===== src/rtl/sign_stabilizer.sv =====
// Debounces the classifier's gesture code across video frames and commits a sign
// once it has been seen on HOLD_FRAMES consecutive frame ticks; releases on timeout.
module sign_stabilizer #(
    parameter int unsigned HOLD_FRAMES = 8,
    parameter int unsigned TIMEOUT_CYC = 2000000,
    parameter int unsigned TO_W        = 24
) (
    input  logic       clk,
    input  logic       rst,
    input  logic       frame_tick,
    input  logic [3:0] sign_in,
    output logic [3:0] stable_sign,
    output logic       sign_valid,
    output logic       sign_event,
    output logic       sign_release
);

    typedef enum logic {
        S_NONE,
        S_LOCK
    } state_t;

    localparam logic [3:0]      NO_SIGN = 4'd10;
    localparam logic [3:0]      HOLD    = 4'(HOLD_FRAMES);
    localparam logic [TO_W-1:0] TO_LIM  = TO_W'(TIMEOUT_CYC);
    localparam logic [TO_W-1:0] TO_LAST = TO_W'(TIMEOUT_CYC - 1);

    state_t          state, state_n;
    logic [3:0]      cand, cand_n;
    logic [3:0]      cnt, cnt_n;
    logic [TO_W-1:0] to_cnt, to_n;
    logic [3:0]      stable_n;
    logic            valid_n, event_n, release_n;
    logic [3:0]      norm;
    logic            qualify;

    always_comb begin
        state_n   = state;
        cand_n    = cand;
        cnt_n     = cnt;
        to_n      = to_cnt;
        stable_n  = stable_sign;
        valid_n   = sign_valid;
        event_n   = 1'b0;
        release_n = 1'b0;
        qualify   = 1'b0;
        norm      = (sign_in == 4'd0 || sign_in > NO_SIGN) ? NO_SIGN : sign_in;

        if (frame_tick) begin
            to_n = '0;
            if (norm == cand) begin
                if (cnt != HOLD) cnt_n = cnt + 4'd1;
            end else begin
                cand_n = norm;
                cnt_n  = 4'd1;
            end
            qualify = (cnt_n == HOLD);
        end else if (to_cnt != TO_LIM) begin
            // Counter parks at TO_LIM after firing so a long stall releases only once.
            to_n = to_cnt + TO_W'(1);
            if (to_cnt == TO_LAST) begin
                cand_n = NO_SIGN;
                cnt_n  = '0;
                if (state == S_LOCK) begin
                    state_n   = S_NONE;
                    stable_n  = NO_SIGN;
                    valid_n   = 1'b0;
                    release_n = 1'b1;
                end
            end
        end

        if (qualify) begin
            case (state)
                S_NONE: begin
                    if (cand_n != NO_SIGN) begin
                        state_n  = S_LOCK;
                        stable_n = cand_n;
                        valid_n  = 1'b1;
                        event_n  = 1'b1;
                    end
                end
                S_LOCK: begin
                    if (cand_n == NO_SIGN) begin
                        state_n   = S_NONE;
                        stable_n  = NO_SIGN;
                        valid_n   = 1'b0;
                        release_n = 1'b1;
                    end else if (cand_n != stable_sign) begin
                        stable_n = cand_n;
                        event_n  = 1'b1;
                    end
                end
                default: ;
            endcase
        end
    end

    always_ff @(posedge clk) begin
        if (!rst) begin
            state        <= S_NONE;
            cand         <= NO_SIGN;
            cnt          <= '0;
            to_cnt       <= '0;
            stable_sign  <= NO_SIGN;
            sign_valid   <= 1'b0;
            sign_event   <= 1'b0;
            sign_release <= 1'b0;
        end else begin
            state        <= state_n;
            cand         <= cand_n;
            cnt          <= cnt_n;
            to_cnt       <= to_n;
            stable_sign  <= stable_n;
            sign_valid   <= valid_n;
            sign_event   <= event_n;
            sign_release <= release_n;
        end
    end

endmodule


===== config.mk =====
export PLATFORM = sky130hd
export DESIGN_NAME = sign_stabilizer
export DESIGN_NICKNAME = d
export VERILOG_FILES = /design/src/rtl/sign_stabilizer.sv
export SDC_FILE = /design/constraint.sdc
export NUM_CORES = 1
export LEC_CHECK = 0
export CAP_MARGIN = 0
export CORE_MARGIN = 2
export CORE_UTILIZATION = 43
export CTS_CLUSTER_DIAMETER = 60
export DETAILED_ROUTE_END_ITERATION = 8
export PLACE_DENSITY = 0.69
export SYNTH_ARGS = -nofsm -noshare
export SYNTH_HDL_FRONTEND = slang
export SYNTH_SLANG_ARGS = --single-unit

===== constraint.sdc =====
create_clock -name clk -period 3.15 [get_ports clk]
set_input_delay 0.63 -clock clk [delete_from_list [all_inputs] [get_ports clk]]
set_output_delay 0.63 -clock clk [all_outputs]
set_load 0.05 [all_outputs]

# After elaboration in Yosys (flattened, before gate mapping)
# Index checks and enable logic that the tools add are counted.
[op_classes]
bitwise_logic = 2
order_cmp = 1
muxes = 47
n_addsub = 2
n_eq_ne = 8
reduce_logical = 7
[ops]
columns = ["op", "n"]
rows = [
  ["4-bit two-way mux", 19],
  ["24-bit by 1-bit adder with 24-bit output (second input constant)", 1],
  ["24-bit by 21-bit equality test with 1-bit output (second input constant)", 1],
  ["1-bit two-way mux", 24],
  ["24-bit by 21-bit inequality test with 1-bit output (second input constant)", 1],
  ["4-bit equality test (second input constant)", 2],
  ["4-bit inequality test (second input constant)", 2],
  ["4-bit one-hot mux with 2 select lines", 1],
  ["1-bit one-hot mux with 2 select lines", 3],
  ["4-bit by 1-bit adder with 4-bit output (second input constant)", 1],
  ["4-bit equality test", 1],
  ["4-bit greater-than comparator (second input constant)", 1],
  ["4-bit logical NOT", 1],
  ["4-bit inequality test", 1],
  ["2-bit AND reduction", 2],
  ["2-bit nonzero test", 2],
  ["1-bit inverter", 2],
  ["2-bit OR reduction", 1],
  ["1-bit logical OR", 1],
]
[word_totals]
ff_bits = 40
out_inout_bits = 7

# Logic depth before layout (Yosys ltp)
# Gate-level depths: netlist of run 1.
[logic_depth]
depth_word = 11
depth_mapped = 10

# Least setup slack after synthesis of run 1
# No wires, ideal clock.
[synth_timing]
path_kind = "register to register"
from = "register to_cnt[13]"
to = "register stable_sign[3]"
path_buffers = 0
setup_ns = 0.122
period_less_slack_ns = 2.842
arrival_time_ns = 2.721
stages_incl_launch_ff = 8
required_ns = 3.028
path_slack_ns = 0.308
path_cell_list = "dfxtp_1 > or4b_4 > nor4_4 > mux2i_1 > o41ai_2 > or3_2 > o221a_2 > o32a_1"
[synth_between]
elab_chain_cells = 9
[synth_lines]
columns = ["element", "line_no", "text"]
rows = [
  ["start: declaration", "31", "logic [TO_W-1:0] to_cnt, to_n;"],
  ["start signal: assignment", "113", "to_cnt <= to_n;"],
  ["24-bit by 21-bit equality test with 1-bit output", "61", "if (to_cnt == TO_LAST) begin"],
  ["4-bit two-way mux", "61", ""],
  ["4-bit two-way mux", "58", "end else if (to_cnt != TO_LIM) begin"],
  ["4-bit two-way mux", "49", "if (frame_tick) begin"],
  ["4-bit inequality test", "89", "end else if (cand_n != stable_sign) begin"],
  ["4-bit two-way mux", "89", ""],
  ["4-bit two-way mux", "84", "if (cand_n == NO_SIGN) begin"],
  ["4-bit one-hot mux with 2 select lines", "74", "case (state)"],
  ["4-bit two-way mux *", "73", "if (qualify) begin"],
  ["end signal: assignment", "114", "stable_sign <= stable_n;"],
  ["end: declaration", "12", "output logic [3:0] stable_sign,"],
]
# Mark *: on every way between the ends. The rest lies on a longest branch, timed or not.
# A chain may end at the register's enable or synchronous reset.

# Worst setup path after layout of run 1
# Same ends and word-level chain as after synthesis.

==> results.py, run 1 <==
metrics = {
    "detailed_routing": {
        "drc": 0,
        "wirelength_um": 5160,
        "drt-initial-drc-count": 156,
        "vias_per_cell": 5.53,
        "first_pass_iters": 4,
        "drt.antenna.violating_nets": 0,
        "wl_per_cell_um": 13.9,
        "vias": 2052,
    },
    "synth": {
        "synthesis.nets": 291,
        "syn-cell-area_mm2": 0.00229,
        "synth.avg_cell_area_um2": 8.17,
        "syn_inst": 280,
        "synth_ff_type": "dfxtp_1",
        "synthArstFlopShare_pct": 0,
        "seq_area_frac_synth_pct": 35.0,
        "ys_ff_latch": 40,
        "ys_warn_count": 0,
        "synth_cell_types": 60,
        "synth-edff-count": 0,
    },
    "placed_design": {
        "placed_area_mm2": 0.00255,
        "dpl.cell_count": 363,
        "dp_hpwl_um": 3650,
        "gp_congestion": 0.843,
        "port_buffers": 13,
    },
    "clock_tree": {
        "postCtsSetupBuffers": 0,
        "clk_pin_slew_ns": 0.09,
        "clock_sinks": 40,
        "cts_tree": "yes",
        "cts_made_buffers": 5,
        "cts_buffer_depth": 2,
        "cts-root-buf": "clkbuf_8",
        "worst_skew_pair.late_latency_ns": 0.30,
        "htree_num_levels": 2,
        "cts_hold_buf": 0,
        "ctsResizeCount": 0,
    },
    "layout": {
        "final_cell_mix": "nor2_1 (41), dfxtp_1 (40), nand2_1 (15), nand3_1 (15), xor2_1 (15)",
        "synthToLayoutAreaGrowth_pct": 16.4,
        "fillerInstances": 503,
        "instances_no_fill": 371,
        "final_nets": 311,
        "drive_gt1_share_pct": 11.0,
        "antenna_cells": 0,
        "stdcell_area_mm2": 0.00266,
        "final_common_cell": "nor2_1",
        "multiInputGateArea_mm2": 0.00139,
        "ff_latch_area_um2": 801,
    },
    "sta": {
        "final_max_slew_viol_count": 0,
        "finClkSkew_ns": 0.00971,
        "relSlewSlack_pct": 33.5,
        "max_freq_ghz": 0.341,
        "finalSetupTns_ns": 0,
        "worst_pin_slew_ns": 0.988,
        "period_needed_ns": 2.93,
        "finalHoldViolCount": 0,
        "grt_setup_unrepaired": "false",
        "fin_crit_sh_pct": 93.1,
        "final-setup-viol-count": 0,
    },
    "power_and_ir_drop": {
        "vdd_drop_max_mv": 0.139,
        "p_leak_nw": 0.946,
        "powerDensity_mw_per_mm2": 399,
    },
    "job": {
        "cap_violations": 0,
    },
    "setup_path": {
        "cp.required_ns": 3.34,
        "critPathKind": "flop to flop",
        "critPathMaxFanout": 4,
        "endpoint_kind": "flop",
        "crit_arrival_ns": 3.12,
        "critPathBufInv": 0,
        "slowest_stage": "or4b_4",
        "critPathLaunchType": "flop",
        "path_cells": "or4b_4, nor4_4, mux2i_1, o41ai_2, or3_2, o221a_2, o32a_1",
        "critPathTopFamily": "simple AND/OR/NAND/NOR gates",
        "max_stage_delay_ns": 0.56,
    },
    "global_route": {
        "grtUsageTotal_pct": 17.8,
        "grt_pass1_wl_um": 8630,
        "grt_start_max_net_pins": 25,
        "grt_pass1_vias": 1876,
        "gr-total-overflow": 0,
        "antenna_found_initial": 0,
    },
    "run_status": {
        "outcome": "complete, no violations",
    },
    "hold_path": {
        "hp-class": "flop to flop",
    },
    "floorplanning": {
        "die_h_um": 77.0,
        "coreArea_mm2": 0.00511,
        "initial_utilization_pct": 44.8,
        "io_pins": 14,
        "die-area_mm2": 0.00592,
        "die_w_um": 77.0,
        "rows": 26,
    },
}
[worst paths after layout]
check	start	endpoint	slack, ns	cells after the start
hold / removal	cnt[2]	cnt[2]	0.50	2
setup reg to reg	to_cnt[13]	stable_sign[3]	0.22	7
hold reg to reg	cnt[2]	cnt[2]	0.50	2
setup / recovery	to_cnt[13]	stable_sign[3]	0.22	7
[cell usage after synthesis, types with 2 or more instances]
cell type,number,area [um2]
nand2b_1,6,37.5
nand3_1,15,75.1
dfxtp_1,40,801
ha_1,4,50.1
nand2_1,15,56.3
or3_1,3,18.8
a22oi_1,3,22.5
and3_2,2,15.0
a32oi_1,2,17.5
nor2_1,41,154
and2_1,5,31.3
mux2i_1,6,60.1
nor3_1,11,55.1
a21oi_1,11,55.1
xor2_1,15,131
nor2b_1,7,43.8
a2111oi_0,2,17.5
nand4_1,5,31.3
a32o_1,3,30.0
a211oi_1,6,45.0
o21ai_0,7,35.0
clkbuf_1,9,33.8
xnor2_1,10,87.6
inv_1,14,52.6
o22ai_1,3,18.8
[stage by stage]
step / setup WS, ns / hold WS [ns] / total power, mW / utilization (%)
3_5_place_dp: 0.0374 / 0.494 / 0.635 / 49.9
5_1_grt: 0.128 / 0.550 / 1.10 / 52.2
3_3_place_gp: 0.105 / 0.485 / 0.635 / 49.9
4_1_cts: 0.211 / 0.507 / 1.07 / 52.2
2_1_floorplan: 0.308 / 0.467 / 0.600 / -
6_report: 0.218 / 0.501 / 1.06 / 52.2
[layer usage]
metal  track usage (%)  wire, um  vias to the layer above
met4              6.36       115                        0
met3              4.24       241                       12
li1                  -         -                     1035
met2              27.7      2210                       61
met5                 0         0                        -
met1              24.0      2590                      944
[registers in the layout, indices dropped and copies added, names as in the netlist]
register      cells
cand              4
state             1
sign_release      1
sign_valid        1
stable_sign       4
cnt               4
sign_event        1
to_cnt           24
[kinds of logic (layout without fill, tap and decap cells)]
group	Yosys count	in the layout	synth area share, %
simple gates	125	125	28.8
compound gates	54	54	17.4
buf+inv	26	47	4.37
mux	6	6	2.62
xor+xnor	25	25	9.57
fa+ha+maj	4	4	2.19
flops	40	40	35.0
[power by group]
part	total, mW	internal [mW]	switching, mW	leakage, nW
clock network	0.438	0.239	0.199	0.0548
registers	0.519	0.511	0.00817	0.324
logic	0.106	0.0450	0.0605	0.568
total	1.06	0.795	0.268	0.946
[layout make-up]
type                       instances  area share [%]
tap                               70            3.29
multi-input combinational        214            52.1
sequential                        40            30.1
clock buffer                       5            2.58
timing repair buffer              25            8.27
clock inverter                     3            1.74
inverter                          14            1.97
[tightest hold or removal path: stages (launching register included)]
cell and delay [ns]:
dfxtp_1 0.35, nand2_1 0.07, a21oi_1 0.05
No activity file was read; power rests on OpenSTA's default activity.
==> run 2, diff against run 1 <==
--- a/config.mk
+++ b/config.mk
@@ -5,12 +5,12 @@
 export SDC_FILE = /design/constraint.sdc
 export NUM_CORES = 1
 export LEC_CHECK = 0
-export CAP_MARGIN = 0
-export CORE_MARGIN = 2
+export CORE_MARGIN = 8
 export CORE_UTILIZATION = 43
 export CTS_CLUSTER_DIAMETER = 60
 export DETAILED_ROUTE_END_ITERATION = 8
 export PLACE_DENSITY = 0.69
+export SLEW_MARGIN = 25
 export SYNTH_ARGS = -nofsm -noshare
 export SYNTH_HDL_FRONTEND = slang
 export SYNTH_SLANG_ARGS = --single-unit
==> results.py, run 2 (synthesized netlist as in run 1, its figures left out) <==
metrics = {
    "run_status": {
        "outcome": "complete, no violations",
    },
    "detailed_routing": {
        "wl_per_cell_um": 13.4,
        "vias": 2015,
        "wl_met3_um": 268,
        "wirelength_um": 4970,
        "drc": 0,
        "first_pass_iters": 4,
        "drt-initial-drc-count": 145,
        "drt.antenna.violating_nets": 0,
        "dr_wl_met2_um": 2140,
        "vias_per_cell": 5.42,
        "top_layer": "met4",
        "drt-met1-wl_um": 2460,
    },
    "global_route": {
        "grtUsageTotal_pct": 14.0,
        "grt_start_max_net_pins": 25,
        "grt_pass1_wl_um": 8900,
        "gr-total-overflow": 0,
        "grt_pass1_vias": 1916,
        "antenna_found_initial": 0,
    },
    "sta": {
        "worst_pin_slew_ns": 0.961,
        "finalHoldViolCount": 0,
        "max_freq_ghz": 0.341,
        "whs_ns": 0.501,
        "setup_ws_ns": 0.221,
        "finClkSkew_ns": 0.0117,
        "finalSetupTns_ns": 0,
        "final_max_slew_viol_count": 0,
        "final-setup-viol-count": 0,
        "grt_setup_unrepaired": "false",
        "relSlewSlack_pct": 35.4,
        "fin_crit_sh_pct": 93.0,
        "period_needed_ns": 2.93,
    },
    "clock_tree": {
        "cts_hold_buf": 0,
        "cts_buffer_depth": 2,
        "cts_made_buffers": 5,
        "htree_num_levels": 2,
        "clock_sinks": 40,
        "cts-root-buf": "clkbuf_8",
        "worst_skew_pair.late_latency_ns": 0.30,
        "cts_tree": "yes",
        "postCtsSetupBuffers": 0,
        "ctsResizeCount": 0,
        "clk_pin_slew_ns": 0.09,
    },
    "power_and_ir_drop": {
        "p_int_uw": 797,
        "p_leak_nw": 0.950,
        "powerDensity_mw_per_mm2": 395,
        "vdd_drop_max_mv": 0.230,
        "swShare_pct": 24.5,
        "seq_power_share_pct": 49.2,
        "pwr-share-comb_pct": 10.0,
        "power.switching_uw": 258,
        "p_clk_share_pct": 40.8,
    },
    "placed_design": {
        "gp_congestion": 0.906,
        "port_buffers": 13,
        "dp_hpwl_um": 3620,
        "pre_cts_ws_ns": 0.0727,
        "placed_area_mm2": 0.00256,
    },
    "setup_path": {
        "critPathKind": "flop to flop",
        "critPathLaunchType": "flop",
        "slowest_stage": "or4b_4",
        "critPathMaxFanout": 4,
        "endpoint_kind": "flop",
        "r2r_end": "stable_sign[3]",
        "max_stage_delay_ns": 0.56,
        "path_cells": "or4b_4, nor4_4, mux2i_1, o41ai_2, or3_2, o221a_2, o32a_1",
        "r2r_setup_slack_ns": 0.22,
        "crit_arrival_ns": 3.12,
        "endpoint": "stable_sign[3]",
        "r2r_start": "to_cnt[13]",
        "cp.required_ns": 3.34,
        "startpoint": "to_cnt[13]",
        "worstRegToRegCells": 7,
    },
    "layout": {
        "antenna_cells": 0,
        "final_cell_mix": "nor2_1 (41), dfxtp_1 (40), nand2_1 (15), nand3_1 (15), xor2_1 (15)",
        "stdcell_area_mm2": 0.00267,
        "drive_gt1_share_pct": 11.3,
        "synthToLayoutAreaGrowth_pct": 16.7,
        "fillerInstances": 505,
        "final_common_cell": "nor2_1",
        "final_nets": 312,
        "finalCoreUtilization_pct": 52.3,
        "largest_reg_flops": 24,
        "largest_register": "to_cnt",
    },
    "floorplanning": {
        "die_h_um": 89.0,
        "initial_utilization_pct": 44.8,
        "coreArea_mm2": 0.00511,
        "die-area_mm2": 0.00791,
        "die_w_um": 89.0,
        "io_pins": 14,
        "rows": 26,
    },
    "job": {
        "cap_violations": 0,
    },
    "hold_path": {
        "worstHoldPathCells": 2,
        "hp-class": "flop to flop",
    },
}
## run 2: changes by cell type in the layout (fill, tap and decap cells not counted)
cell | previous run | this run
buf_4 | 12 | 13
## run 2: how the worst min path moves through the flow
| stage | from | slack (ns) | endpoint |
|---|---|---|---|
| after floorplan | cnt[2] | 0.47 | cnt[2] |
| after global placement | cnt[2] | 0.49 | cnt[2] |
| after detailed placement | cnt[2] | 0.49 | cnt[2] |
| after CTS | cnt[2] | 0.50 | cnt[2] |
| after global routing | cnt[2] | 0.54 | cnt[2] |
| final | cnt[2] | 0.50 | cnt[2] |
## run 2: layer usage
metal  up-vias  GRT usage, %
met2        50          21.3
met1       924          19.0
met4         0          6.04
met3         7          2.21
li1       1034             -
met5         -             0
## run 2: worst max-delay path, delay by kind of cell (launching register included)
kind             cells  cell delay [ns]
AND/OR/NAND/NOR      3             1.52
flip-flops           1             0.35
multiplexers         1             0.28
AO/OA/AOI/OAI        3             0.67
## run 2: area by class of cell
cell class | instances | area [um2] | share of cell area (%)
clock buffer | 5 | 68.8 | 2.58
clock inverter | 3 | 46.3 | 1.73
inverter | 14 | 52.6 | 1.97
multi-input combinational | 214 | 1390 | 51.9
sequential | 40 | 801 | 30.0
tap | 70 | 87.6 | 3.28
timing repair buffer | 26 | 228 | 8.52
## run 2: metrics by stage
step                      std cells  power [mW]
after floorplan                 280       0.600
after global placement          364       0.635
after detailed placement        364       0.635
after CTS                       372        1.07
after global routing            372        1.11
final                           372        1.06
## run 2: power groups by stage
| stage | logic [mW] | clock network (mW) | registers, mW |
|---|---|---|---|
| 2_1_floorplan | 0.0678 | 0 | 0.532 |
| 3_3_place_gp | 0.104 | 0 | 0.531 |
| 3_5_place_dp | 0.104 | 0 | 0.531 |
| 4_1_cts | 0.105 | 0.446 | 0.519 |
| 5_1_grt | 0.117 | 0.470 | 0.521 |
| 6_report | 0.106 | 0.430 | 0.519 |
